`config.mk`:
```
export PLATFORM = sky130hd
export DESIGN_NAME = mc_ctrl_fsm_flat
export DESIGN_NICKNAME = d
export VERILOG_FILES = /design/src/rtl/mc_ctrl_fsm_if.sv /design/src/rtl/mc_ctrl_fsm.sv /design/src/flat_wrapper.sv
export SDC_FILE = /design/constraint.sdc
export NUM_CORES = 1
export LEC_CHECK = 0
export ABC_CLOCK_PERIOD_IN_PS = 1140
export BUFFER_PORTS_ARGS = -buffer_cell sky130_fd_sc_hd__buf_2
export CELL_PAD_IN_SITES_DETAIL_PLACEMENT = 1
export CELL_PAD_IN_SITES_GLOBAL_PLACEMENT = 1
export CORE_MARGIN = 2
export CORE_UTILIZATION = 24
export DETAILED_ROUTE_END_ITERATION = 8
export PLACE_DENSITY_LB_ADDON = 0.25
export SLEW_MARGIN = 10
export SYNTH_ARGS = -nofsm -noshare
export SYNTH_HDL_FRONTEND = slang
export SYNTH_SLANG_ARGS = --single-unit
```
`constraint.sdc`:
```
create_clock -name i_clk -period 1.14 [get_ports i_clk]
set_input_delay 0.057 -clock i_clk [delete_from_list [all_inputs] [get_ports i_clk]]
set_output_delay 0.057 -clock i_clk [all_outputs]
set_load 0.02 [all_outputs]
```
`src/rtl/mc_ctrl_fsm_if.sv`:
```
// Control bus between the multi-cycle controller and the datapath/memory side.
interface mc_ctrl_fsm_if;
    logic [31:0] Instr;
    logic        Zero;
    logic        MemAck;
    logic        MemReq;
    logic        MemWe;
    logic        PC_En;
    logic        IR_En;
    logic        RegA_En;
    logic        RegB_En;
    logic        ALUOut_En;
    logic        MDR_En;
    logic        RF_WrEn;
    logic        RF_WrSel;
    logic        ALUSrcA;
    logic [1:0]  ALUSrcB;
    logic [3:0]  ALU_Op;
    logic        PC_Sel;
    logic        IllegalOp;
    logic        MemFault;
    logic [3:0]  State;

    modport master (
        input  Instr, Zero, MemAck,
        output MemReq, MemWe, PC_En, IR_En, RegA_En, RegB_En, ALUOut_En, MDR_En,
               RF_WrEn, RF_WrSel, ALUSrcA, ALUSrcB, ALU_Op, PC_Sel, IllegalOp,
               MemFault, State
    );

    modport slave (
        output Instr, Zero, MemAck,
        input  MemReq, MemWe, PC_En, IR_En, RegA_En, RegB_En, ALUOut_En, MDR_En,
               RF_WrEn, RF_WrSel, ALUSrcA, ALUSrcB, ALU_Op, PC_Sel, IllegalOp,
               MemFault, State
    );
endinterface

```
`src/rtl/mc_ctrl_fsm.sv`:
```
// Multi-cycle control FSM: sequences datapath enables, mux selects and the
// memory request handshake, with a timeout abort on unacknowledged requests.
module mc_ctrl_fsm #(
    parameter int TIMEOUT = 15,
    parameter int CNT_W   = 4
) (
    input  logic          i_clk,
    input  logic          i_rst_n,
    mc_ctrl_fsm_if.master m_bus
);
    localparam logic [5:0] OP_R    = 6'b100000;
    localparam logic [5:0] OP_ADDI = 6'b110000;
    localparam logic [5:0] OP_LW   = 6'b000011;
    localparam logic [5:0] OP_SW   = 6'b000111;
    localparam logic [5:0] OP_BEQ  = 6'b010000;
    localparam logic [5:0] OP_B    = 6'b111111;

    typedef enum logic [3:0] {
        S_FETCH    = 4'd0,
        S_DECODE   = 4'd1,
        S_EXEC_R   = 4'd2,
        S_EXEC_I   = 4'd3,
        S_WB_ALU   = 4'd4,
        S_MEM_ADDR = 4'd5,
        S_MEM_RD   = 4'd6,
        S_WB_MEM   = 4'd7,
        S_MEM_WR   = 4'd8,
        S_BRANCH   = 4'd9
    } state_t;

    state_t           r_state, w_state_next;
    logic [CNT_W-1:0] r_cnt, w_cnt_next;
    logic             r_abort, w_abort_next;

    logic       w_mem_req, w_mem_we, w_pc_en, w_ir_en, w_rega_en, w_regb_en;
    logic       w_aluout_en, w_mdr_en, w_rf_wr_en, w_rf_wr_sel, w_alu_src_a;
    logic [1:0] w_alu_src_b;
    logic [3:0] w_alu_op;
    logic       w_pc_sel, w_illegal;
    logic [5:0] w_opcode;
    logic       w_tmo;
    logic       w_unused_bits;

    assign w_opcode      = m_bus.Instr[31:26];
    assign w_unused_bits = ^m_bus.Instr[25:4];
    assign w_tmo = (TIMEOUT != 0) && (r_cnt == CNT_W'(TIMEOUT)) && !m_bus.MemAck;

    always_ff @(posedge i_clk or negedge i_rst_n) begin
        if (!i_rst_n) begin
            r_state <= S_FETCH;
            r_cnt   <= '0;
            r_abort <= 1'b0;
        end else begin
            r_state <= w_state_next;
            r_cnt   <= w_cnt_next;
            r_abort <= w_abort_next;
        end
    end

    always_comb begin
        w_state_next = r_state;
        w_cnt_next   = '0;
        w_abort_next = 1'b0;
        w_mem_req    = 1'b0;
        w_mem_we     = 1'b0;
        w_pc_en      = 1'b0;
        w_ir_en      = 1'b0;
        w_rega_en    = 1'b0;
        w_regb_en    = 1'b0;
        w_aluout_en  = 1'b0;
        w_mdr_en     = 1'b0;
        w_rf_wr_en   = 1'b0;
        w_rf_wr_sel  = 1'b0;
        w_alu_src_a  = 1'b0;
        w_alu_src_b  = 2'b00;
        w_alu_op     = 4'b0000;
        w_pc_sel     = 1'b0;
        w_illegal    = 1'b0;

        case (r_state)
            S_FETCH: begin
                // r_abort marks the dead cycle after a timeout: no request, ack ignored
                if (!r_abort) begin
                    w_mem_req   = 1'b1;
                    w_alu_src_b = 2'b01;
                    if (m_bus.MemAck) begin
                        w_ir_en      = 1'b1;
                        w_pc_en      = 1'b1;
                        w_state_next = S_DECODE;
                    end else if (w_tmo) begin
                        w_abort_next = 1'b1;
                    end else begin
                        w_cnt_next = r_cnt + 1'b1;
                    end
                end
            end
            S_DECODE: begin
                w_rega_en   = 1'b1;
                w_regb_en   = 1'b1;
                w_aluout_en = 1'b1;
                w_alu_src_b = 2'b11;
                case (w_opcode)
                    OP_R:          w_state_next = S_EXEC_R;
                    OP_ADDI:       w_state_next = S_EXEC_I;
                    OP_LW, OP_SW:  w_state_next = S_MEM_ADDR;
                    OP_BEQ, OP_B:  w_state_next = S_BRANCH;
                    default: begin
                        w_illegal    = 1'b1;
                        w_state_next = S_FETCH;
                    end
                endcase
            end
            S_EXEC_R: begin
                w_alu_src_a  = 1'b1;
                w_alu_op     = m_bus.Instr[3:0];
                w_aluout_en  = 1'b1;
                w_state_next = S_WB_ALU;
            end
            S_EXEC_I: begin
                w_alu_src_a  = 1'b1;
                w_alu_src_b  = 2'b10;
                w_aluout_en  = 1'b1;
                w_state_next = S_WB_ALU;
            end
            S_WB_ALU: begin
                w_rf_wr_en   = 1'b1;
                w_state_next = S_FETCH;
            end
            S_MEM_ADDR: begin
                w_alu_src_a  = 1'b1;
                w_alu_src_b  = 2'b10;
                w_aluout_en  = 1'b1;
                w_state_next = (w_opcode == OP_LW) ? S_MEM_RD : S_MEM_WR;
            end
            S_MEM_RD: begin
                w_mem_req = 1'b1;
                if (m_bus.MemAck) begin
                    w_mdr_en     = 1'b1;
                    w_state_next = S_WB_MEM;
                end else if (w_tmo) begin
                    w_abort_next = 1'b1;
                    w_state_next = S_FETCH;
                end else begin
                    w_cnt_next = r_cnt + 1'b1;
                end
            end
            S_WB_MEM: begin
                w_rf_wr_en   = 1'b1;
                w_rf_wr_sel  = 1'b1;
                w_state_next = S_FETCH;
            end
            S_MEM_WR: begin
                w_mem_req = 1'b1;
                w_mem_we  = 1'b1;
                if (m_bus.MemAck) begin
                    w_state_next = S_FETCH;
                end else if (w_tmo) begin
                    w_abort_next = 1'b1;
                    w_state_next = S_FETCH;
                end else begin
                    w_cnt_next = r_cnt + 1'b1;
                end
            end
            S_BRANCH: begin
                w_alu_src_a = 1'b1;
                w_alu_op    = 4'b0001;
                if ((w_opcode == OP_B) || ((w_opcode == OP_BEQ) && m_bus.Zero)) begin
                    w_pc_en  = 1'b1;
                    w_pc_sel = 1'b1;
                end
                w_state_next = S_FETCH;
            end
            default: w_state_next = S_FETCH;
        endcase
    end

    // Every output is gated by reset so nothing can fire while it is held low
    assign m_bus.MemReq    = i_rst_n & w_mem_req;
    assign m_bus.MemWe     = i_rst_n & w_mem_we;
    assign m_bus.PC_En     = i_rst_n & w_pc_en;
    assign m_bus.IR_En     = i_rst_n & w_ir_en;
    assign m_bus.RegA_En   = i_rst_n & w_rega_en;
    assign m_bus.RegB_En   = i_rst_n & w_regb_en;
    assign m_bus.ALUOut_En = i_rst_n & w_aluout_en;
    assign m_bus.MDR_En    = i_rst_n & w_mdr_en;
    assign m_bus.RF_WrEn   = i_rst_n & w_rf_wr_en;
    assign m_bus.RF_WrSel  = i_rst_n & w_rf_wr_sel;
    assign m_bus.ALUSrcA   = i_rst_n & w_alu_src_a;
    assign m_bus.ALUSrcB   = i_rst_n ? w_alu_src_b : 2'b00;
    assign m_bus.ALU_Op    = i_rst_n ? w_alu_op : 4'b0000;
    assign m_bus.PC_Sel    = i_rst_n & w_pc_sel;
    assign m_bus.IllegalOp = i_rst_n & w_illegal;
    assign m_bus.MemFault  = i_rst_n & r_abort;
    assign m_bus.State     = i_rst_n ? 4'(r_state) : 4'd0;
endmodule

```
`src/flat_wrapper.sv`:
```
// flat-port wrapper written by rule: the top's interface ports become plain ports
module mc_ctrl_fsm_flat 
#(
    parameter int TIMEOUT = 15,
    parameter int CNT_W   = 4
)
  (i_clk, i_rst_n, m_bus_Instr, m_bus_Zero, m_bus_MemAck, m_bus_MemReq, m_bus_MemWe, m_bus_PC_En, m_bus_IR_En, m_bus_RegA_En, m_bus_RegB_En, m_bus_ALUOut_En, m_bus_MDR_En, m_bus_RF_WrEn, m_bus_RF_WrSel, m_bus_ALUSrcA, m_bus_ALUSrcB, m_bus_ALU_Op, m_bus_PC_Sel, m_bus_IllegalOp, m_bus_MemFault, m_bus_State);
  mc_ctrl_fsm_if m_bus_i ();
  input  logic i_clk;
  input  logic i_rst_n;
  input wire logic [$bits(m_bus_i.Instr)-1:0] m_bus_Instr;
  input wire logic [$bits(m_bus_i.Zero)-1:0] m_bus_Zero;
  input wire logic [$bits(m_bus_i.MemAck)-1:0] m_bus_MemAck;
  output wire logic [$bits(m_bus_i.MemReq)-1:0] m_bus_MemReq;
  output wire logic [$bits(m_bus_i.MemWe)-1:0] m_bus_MemWe;
  output wire logic [$bits(m_bus_i.PC_En)-1:0] m_bus_PC_En;
  output wire logic [$bits(m_bus_i.IR_En)-1:0] m_bus_IR_En;
  output wire logic [$bits(m_bus_i.RegA_En)-1:0] m_bus_RegA_En;
  output wire logic [$bits(m_bus_i.RegB_En)-1:0] m_bus_RegB_En;
  output wire logic [$bits(m_bus_i.ALUOut_En)-1:0] m_bus_ALUOut_En;
  output wire logic [$bits(m_bus_i.MDR_En)-1:0] m_bus_MDR_En;
  output wire logic [$bits(m_bus_i.RF_WrEn)-1:0] m_bus_RF_WrEn;
  output wire logic [$bits(m_bus_i.RF_WrSel)-1:0] m_bus_RF_WrSel;
  output wire logic [$bits(m_bus_i.ALUSrcA)-1:0] m_bus_ALUSrcA;
  output wire logic [$bits(m_bus_i.ALUSrcB)-1:0] m_bus_ALUSrcB;
  output wire logic [$bits(m_bus_i.ALU_Op)-1:0] m_bus_ALU_Op;
  output wire logic [$bits(m_bus_i.PC_Sel)-1:0] m_bus_PC_Sel;
  output wire logic [$bits(m_bus_i.IllegalOp)-1:0] m_bus_IllegalOp;
  output wire logic [$bits(m_bus_i.MemFault)-1:0] m_bus_MemFault;
  output wire logic [$bits(m_bus_i.State)-1:0] m_bus_State;
  assign m_bus_i.Instr = m_bus_Instr;
  assign m_bus_i.Zero = m_bus_Zero;
  assign m_bus_i.MemAck = m_bus_MemAck;
  assign m_bus_MemReq = m_bus_i.MemReq;
  assign m_bus_MemWe = m_bus_i.MemWe;
  assign m_bus_PC_En = m_bus_i.PC_En;
  assign m_bus_IR_En = m_bus_i.IR_En;
  assign m_bus_RegA_En = m_bus_i.RegA_En;
  assign m_bus_RegB_En = m_bus_i.RegB_En;
  assign m_bus_ALUOut_En = m_bus_i.ALUOut_En;
  assign m_bus_MDR_En = m_bus_i.MDR_En;
  assign m_bus_RF_WrEn = m_bus_i.RF_WrEn;
  assign m_bus_RF_WrSel = m_bus_i.RF_WrSel;
  assign m_bus_ALUSrcA = m_bus_i.ALUSrcA;
  assign m_bus_ALUSrcB = m_bus_i.ALUSrcB;
  assign m_bus_ALU_Op = m_bus_i.ALU_Op;
  assign m_bus_PC_Sel = m_bus_i.PC_Sel;
  assign m_bus_IllegalOp = m_bus_i.IllegalOp;
  assign m_bus_MemFault = m_bus_i.MemFault;
  assign m_bus_State = m_bus_i.State;
  mc_ctrl_fsm #(.TIMEOUT(TIMEOUT), .CNT_W(CNT_W)) u_core (.i_clk(i_clk), .i_rst_n(i_rst_n), .m_bus(m_bus_i));
endmodule
```
== After elaboration in Yosys (flattened, before gate mapping) ==
Index checks and enable logic that the tools add are counted.

* Register bits: 9
* Input port bits: 36
* Output and inout port bits: 24
* Logic and storage cells: 89

* Add/subtract/negate cells: 1
* Equality and inequality tests: 18
* Multiplexer cells: 39
* Bitwise operators: 13
* Reductions and logical operators: 15

{| class="wikitable"
|+ Operator list
! operator !! count
|-
| $mux W4 || 11
|-
| $pmux W4 S6 || 1
|-
| $mux W1 || 19
|-
| $eq A6 B6 Y1 const B || 3
|-
| $eq A4 B3 Y1 const B || 4
|-
| $pmux W4 S2 || 2
|-
| $pmux W4 S4 || 1
|-
| $and A1 B1 Y1 || 13
|-
| $eq A4 B4 Y1 const B || 3
|-
| $reduce_or A2 Y1 || 6
|-
| $eq A4 B2 Y1 const B || 2
|-
| $reduce_or A4 Y1 || 2
|-
| $eq A6 B2 Y1 const B || 1
|-
| $eq A6 B3 Y1 const B || 1
|-
| $eq A6 B5 Y1 const B || 1
|-
| $pmux W1 S2 || 3
|-
| $pmux W2 S3 || 1
|-
| $reduce_or A6 Y1 || 1
|-
| $add A4 B1 Y4 const B || 1
|-
| $eq A4 B1 Y1 const B || 1
|-
| $logic_not A4 Y1 || 1
|-
| $ne A2 B2 Y1 const B || 2
|-
| $logic_and A1 B1 Y1 || 2
|-
| $mux W2 || 1
|-
| 3 further kinds || 3
|}

== Depth between registers and ports, before layout ==
* Depth in word-level cells: 6
* Depth in mapped cells: 5

== Worst setup path before layout ==
OpenSTA, ideal clock, no wires.

* Kind: flip-flop to output port
* Start point: reg u_core.r_state[2]
* End point: out m_bus_PC_En
* Arrival time: 1.531 ns
* Required time: 1.083 ns
* Path slack: -0.448 ns
* Stages on the path, launching flop included: 5
* Path buffers: 0
* Path through: dfrtp_1 -> nor2_4 -> nand2_1 -> nor4b_2 -> o21bai_1

* Cells in the longest elaborated chain, start to end: 3
* Elaborated cells between the ends (all ways): 4
* Classes of those cells: eq/ne (1); mux (1); bitwise (1); reduce/logical (1)

{| class="wikitable"
|+ RTL lines
! what !! RTL line !! source
|-
| start, declared || mc_ctrl_fsm.sv:31 || <nowiki>state_t r_state, w_state_next;</nowiki>
|-
| start signal, assigned || mc_ctrl_fsm.sv:54 || <nowiki>r_state <= w_state_next;</nowiki>
|-
| $eq A4 B4 Y1 / $logic_not A4 Y1 (equally long branches) || mc_ctrl_fsm.sv:80 || <nowiki>case (r_state)</nowiki>
|-
| $pmux W1 S2 * || mc_ctrl_fsm.sv:80 ||
|-
| $and A1 B1 Y1 * || mc_ctrl_fsm.sv:180 || <nowiki>assign m_bus.PC_En = i_rst_n & w_pc_en;</nowiki>
|-
| end, declared || flat_wrapper.sv:16 || <nowiki>output wire logic [$bits(m_bus_i.PC_En)-1:0] m_bus_PC_En;</nowiki>
|}

Mark *: on every way between the ends. The rest lies on a longest branch, timed or not.

== Worst setup path after layout ==
* Start point: reg u_core.r_state[3]
* End point: out m_bus_MemReq

* Cells in the longest elaborated chain, start to end: 4
* Elaborated cells between the ends (all ways): 6
* Classes of those cells: eq/ne (2); mux (1); bitwise (1); reduce/logical (2)

{| class="wikitable"
|+ RTL lines
! what !! RTL line !! source
|-
| $eq A4 B3 Y1 / $eq A4 B4 Y1 (equally long branches) || mc_ctrl_fsm.sv:80 ||
|-
| $reduce_or A2 Y1 (no source line) || - ||
|-
| $pmux W1 S2 * || mc_ctrl_fsm.sv:80 ||
|-
| $and A1 B1 Y1 * || mc_ctrl_fsm.sv:178 || <nowiki>assign m_bus.MemReq = i_rst_n & w_mem_req;</nowiki>
|-
| end, declared || flat_wrapper.sv:14 || <nowiki>output wire logic [$bits(m_bus_i.MemReq)-1:0] m_bus_MemReq;</nowiki>
|}

Marks and branches as above.

==> reports/qor.yml <==
status: "complete, but fails checks"
failed_checks: "setup timing"
hold_viol: 0
die_area_mm2: 0.00400
initial_core_util_pct: 25.1
fmax_mhz: 590
routed-wl-met3_um: 191
max_stage_delay_ns: 0.46
nFillCells: 394
setup_tns_ns: -11.76
fin_nets: 239
fin_crit_ns: 1.70
gp_congestion: 0.888
worstMarginPinSlew_ns: 0.499
io_pins: 60
syn_inst: 105
clkTransAtPathRegs_ns: 0.08
rsz0062_at_grt: "yes"
min_from: "m_bus_MemAck"
insertion_delay_ns: 0.29
drt_iter0_drc: 42
dp.final_hpwl_um: 2570
synth_top_area_share_pct: 26.7
cp-start-kind: "flop"
multi_input_area_um2: 847
yosysTopAreaCell: "dfrtp_1"
finalCritPeriodShare_pct: 149
synth.yosys.seq_area_share_pct: 26.7
ys_warn_count: 0
setup_viol: 32
die_h_um: 63.3
core_mm2: 0.00336
crit_chain: "buf_6, buf_4, nor2b_4, o31ai_4, and3_4, buf_6"
ys_ff_latch: 9
place_area_mm2: 0.00143
grtUsageTotal_pct: 21.6
cts_tree: "yes"
cts_max_level: 1
powerDensity_mw_per_mm2: 1210
finalInstanceArea_mm2: 0.00203
arrival_ns: 1.64
cts.sinks: 9
drc: 0
clockBufferDepth: 2
drive_gt1_share_pct: 79.1
finalMaxSlewViolations: 0
clock_tree.root_cell: "clkbuf_4"
path_max_fanout: 8
timing.slew.headroom_pct: 66.8
min_path_type: "in -> reg"
highest_layer: "met4"
area_delta_synth_final_pct: 141
portBuffers: 37
syn_avg_cell_area_um2: 8.03
route.met2.wl_um: 2800
postRouteWirelength_um: 5240
cts_buffers: 3
synthArstFlopShare_pct: 100
synth_commonest_cells: "nor2_1 (13), nand2_1 (10), dfrtp_1 (9), and2_1 (7), o21ai_0 (6)"
grt_max_degree: 11
grt-ovfl-total: 0
postRouteAntennaNets: 0
criticalPathCategory: "reg -> out"
viasPerCell: 5.06
grt_pass1_wl_um: 6890
p_leak_nw: 0.951
synthTopCellsByArea: "dfrtp_1 (27%), nor2_1 (5.8%), and2_1 (5.2%)"
wl_per_cell_um: 21.1
ys_types: 41
required_ns: 1.08
synth.most_common_cell: "nor2_1"
grt_antenna_before_repair: 1
total_power_mw: 2.46
synth_ff_type: "dfrtp_1"
syn-num-nets: 142
synth_edf_count: 0
setup_ws_ns: -0.556
fin_hold_ws_ns: 0.122
first_pass_iters: 4
crit_slowest_cell: "dfrtp_1"
crit_start: "u_core.r_state[3]"
seqCellArea_um2: 228
fp.dieW_um: 63.3
syn_area_um2: 843
ir_drop_mv: 0.793
grt_pass1_vias: 1364
rr_startpoint: "u_core.r_state[3]"
met1Wirelength_um: 1950
skew_ns: 0.00422
finish.utilization_pct: 60.5
fp-row-count: 21
vias: 1254
drv_cap: 0
endpoint_kind: "output pin"
cpMostUsedCell: "buf_6"
==> sequential cells by signal, summed over array words and instances, names as in the netlist <==
name and cells:
u_core.r_abort 1, u_core.r_cnt 4, u_core.r_state 4
==> critical path: cells and delay by family, from the launching register on <==
| family | cells | cell delay (ns) |
|---|---|---|
| buf+inv | 3 | 0.42 |
| simple gates | 2 | 0.27 |
| flops | 1 | 0.46 |
| compound gates | 1 | 0.20 |
==> logic make-up (layout without fill, tap and decap cells) <==
family | Yosys count | count (layout) | share of synthesized area [%]
buffers and inverters | 11 | 107 | 6.97
AO/OA/AOI/OAI | 23 | 23 | 20.2
flip-flops | 9 | 9 | 26.7
XOR/XNOR | 2 | 2 | 2.08
AND/OR/NAND/NOR | 59 | 59 | 42.6
adder cells (fa/ha/maj) | 1 | 1 | 1.48
other | 0 | 1 | 0
==> power by group <==
part / leakage [nW] / total (mW) / internal (mW) / switching (mW)
Combinational: 0.814 / 1.75 / 0.915 / 0.831
Clock: 0.0177 / 0.287 / 0.131 / 0.156
Sequential: 0.119 / 0.423 / 0.363 / 0.0598
==> per-layer routing <==
metal / GRT usage [%] / up-vias
met2: 41.0 / 53
met4: 8.15 / 0
li1: - / 569
met1: 24.6 / 608
met5: 0 / -
met3: 2.32 / 24
==> cell type report <==
cell class                 instances  area share [%]
timing repair buffer              98            41.8
multi-input combinational         85            41.7
sequential                         9            11.2
tap                               46            2.83
clock buffer                       3            1.11
inverter                           5            1.05
clock inverter                     1           0.246
antenna                            1           0.123
==> repair_timing <==
item,CTS,global route
resized for setup,81,26
setup endpoints to repair,32,32
setup buffers,10,13
hold endpoints to repair,9,0
hold buffers,2,0
pin swaps,20,16
==> cell usage in the layout (no fill, tap or decap), types with 2 or more instances in the layout <==
cell	instances
and2_4	6
a21oi_1	3
nand3_4	2
buf_6	35
a211oi_4	2
o21ai_0	3
dlygate4sd3_1	2
nor4_1	2
nand2_1	7
nor2_2	6
buf_4	46
buf_2	14
a21oi_2	2
nand3_1	2
nor2b_4	3
nor2_1	2
nand3_2	2
dfrtp_1	7
nor2_4	6
clkbuf_4	3
and3_4	3
dfrtp_2	2
o21ai_2	2
inv_1	3
nand2_4	3
==> per-stage QoR <==
step                setup slack, ns  cells
detailed placement           -0.213    218
finish                       -0.556    248
global route                 -0.575    248
global placement             -0.167    218
CTS                          -0.413    234
floorplan                    -0.247    105
==> final timing paths <==
| kind | slack, ns | cells past startpoint | end |
|---|---|---|---|
| max | -0.56 | 6 | m_bus_MemReq |
| min | 0.12 | 4 | u_core.r_abort |
| max reg2reg | -0.32 | 7 | u_core.r_cnt[3] |
| min reg2reg | 0.63 | 2 | u_core.r_cnt[0] |
| max in group asynchronous | 0.20 | 3 | u_core.r_state[1] |
| min in group asynchronous | 0.37 | 2 | u_core.r_state[3] |
Note: power is estimated with default switching activity, not from simulation.
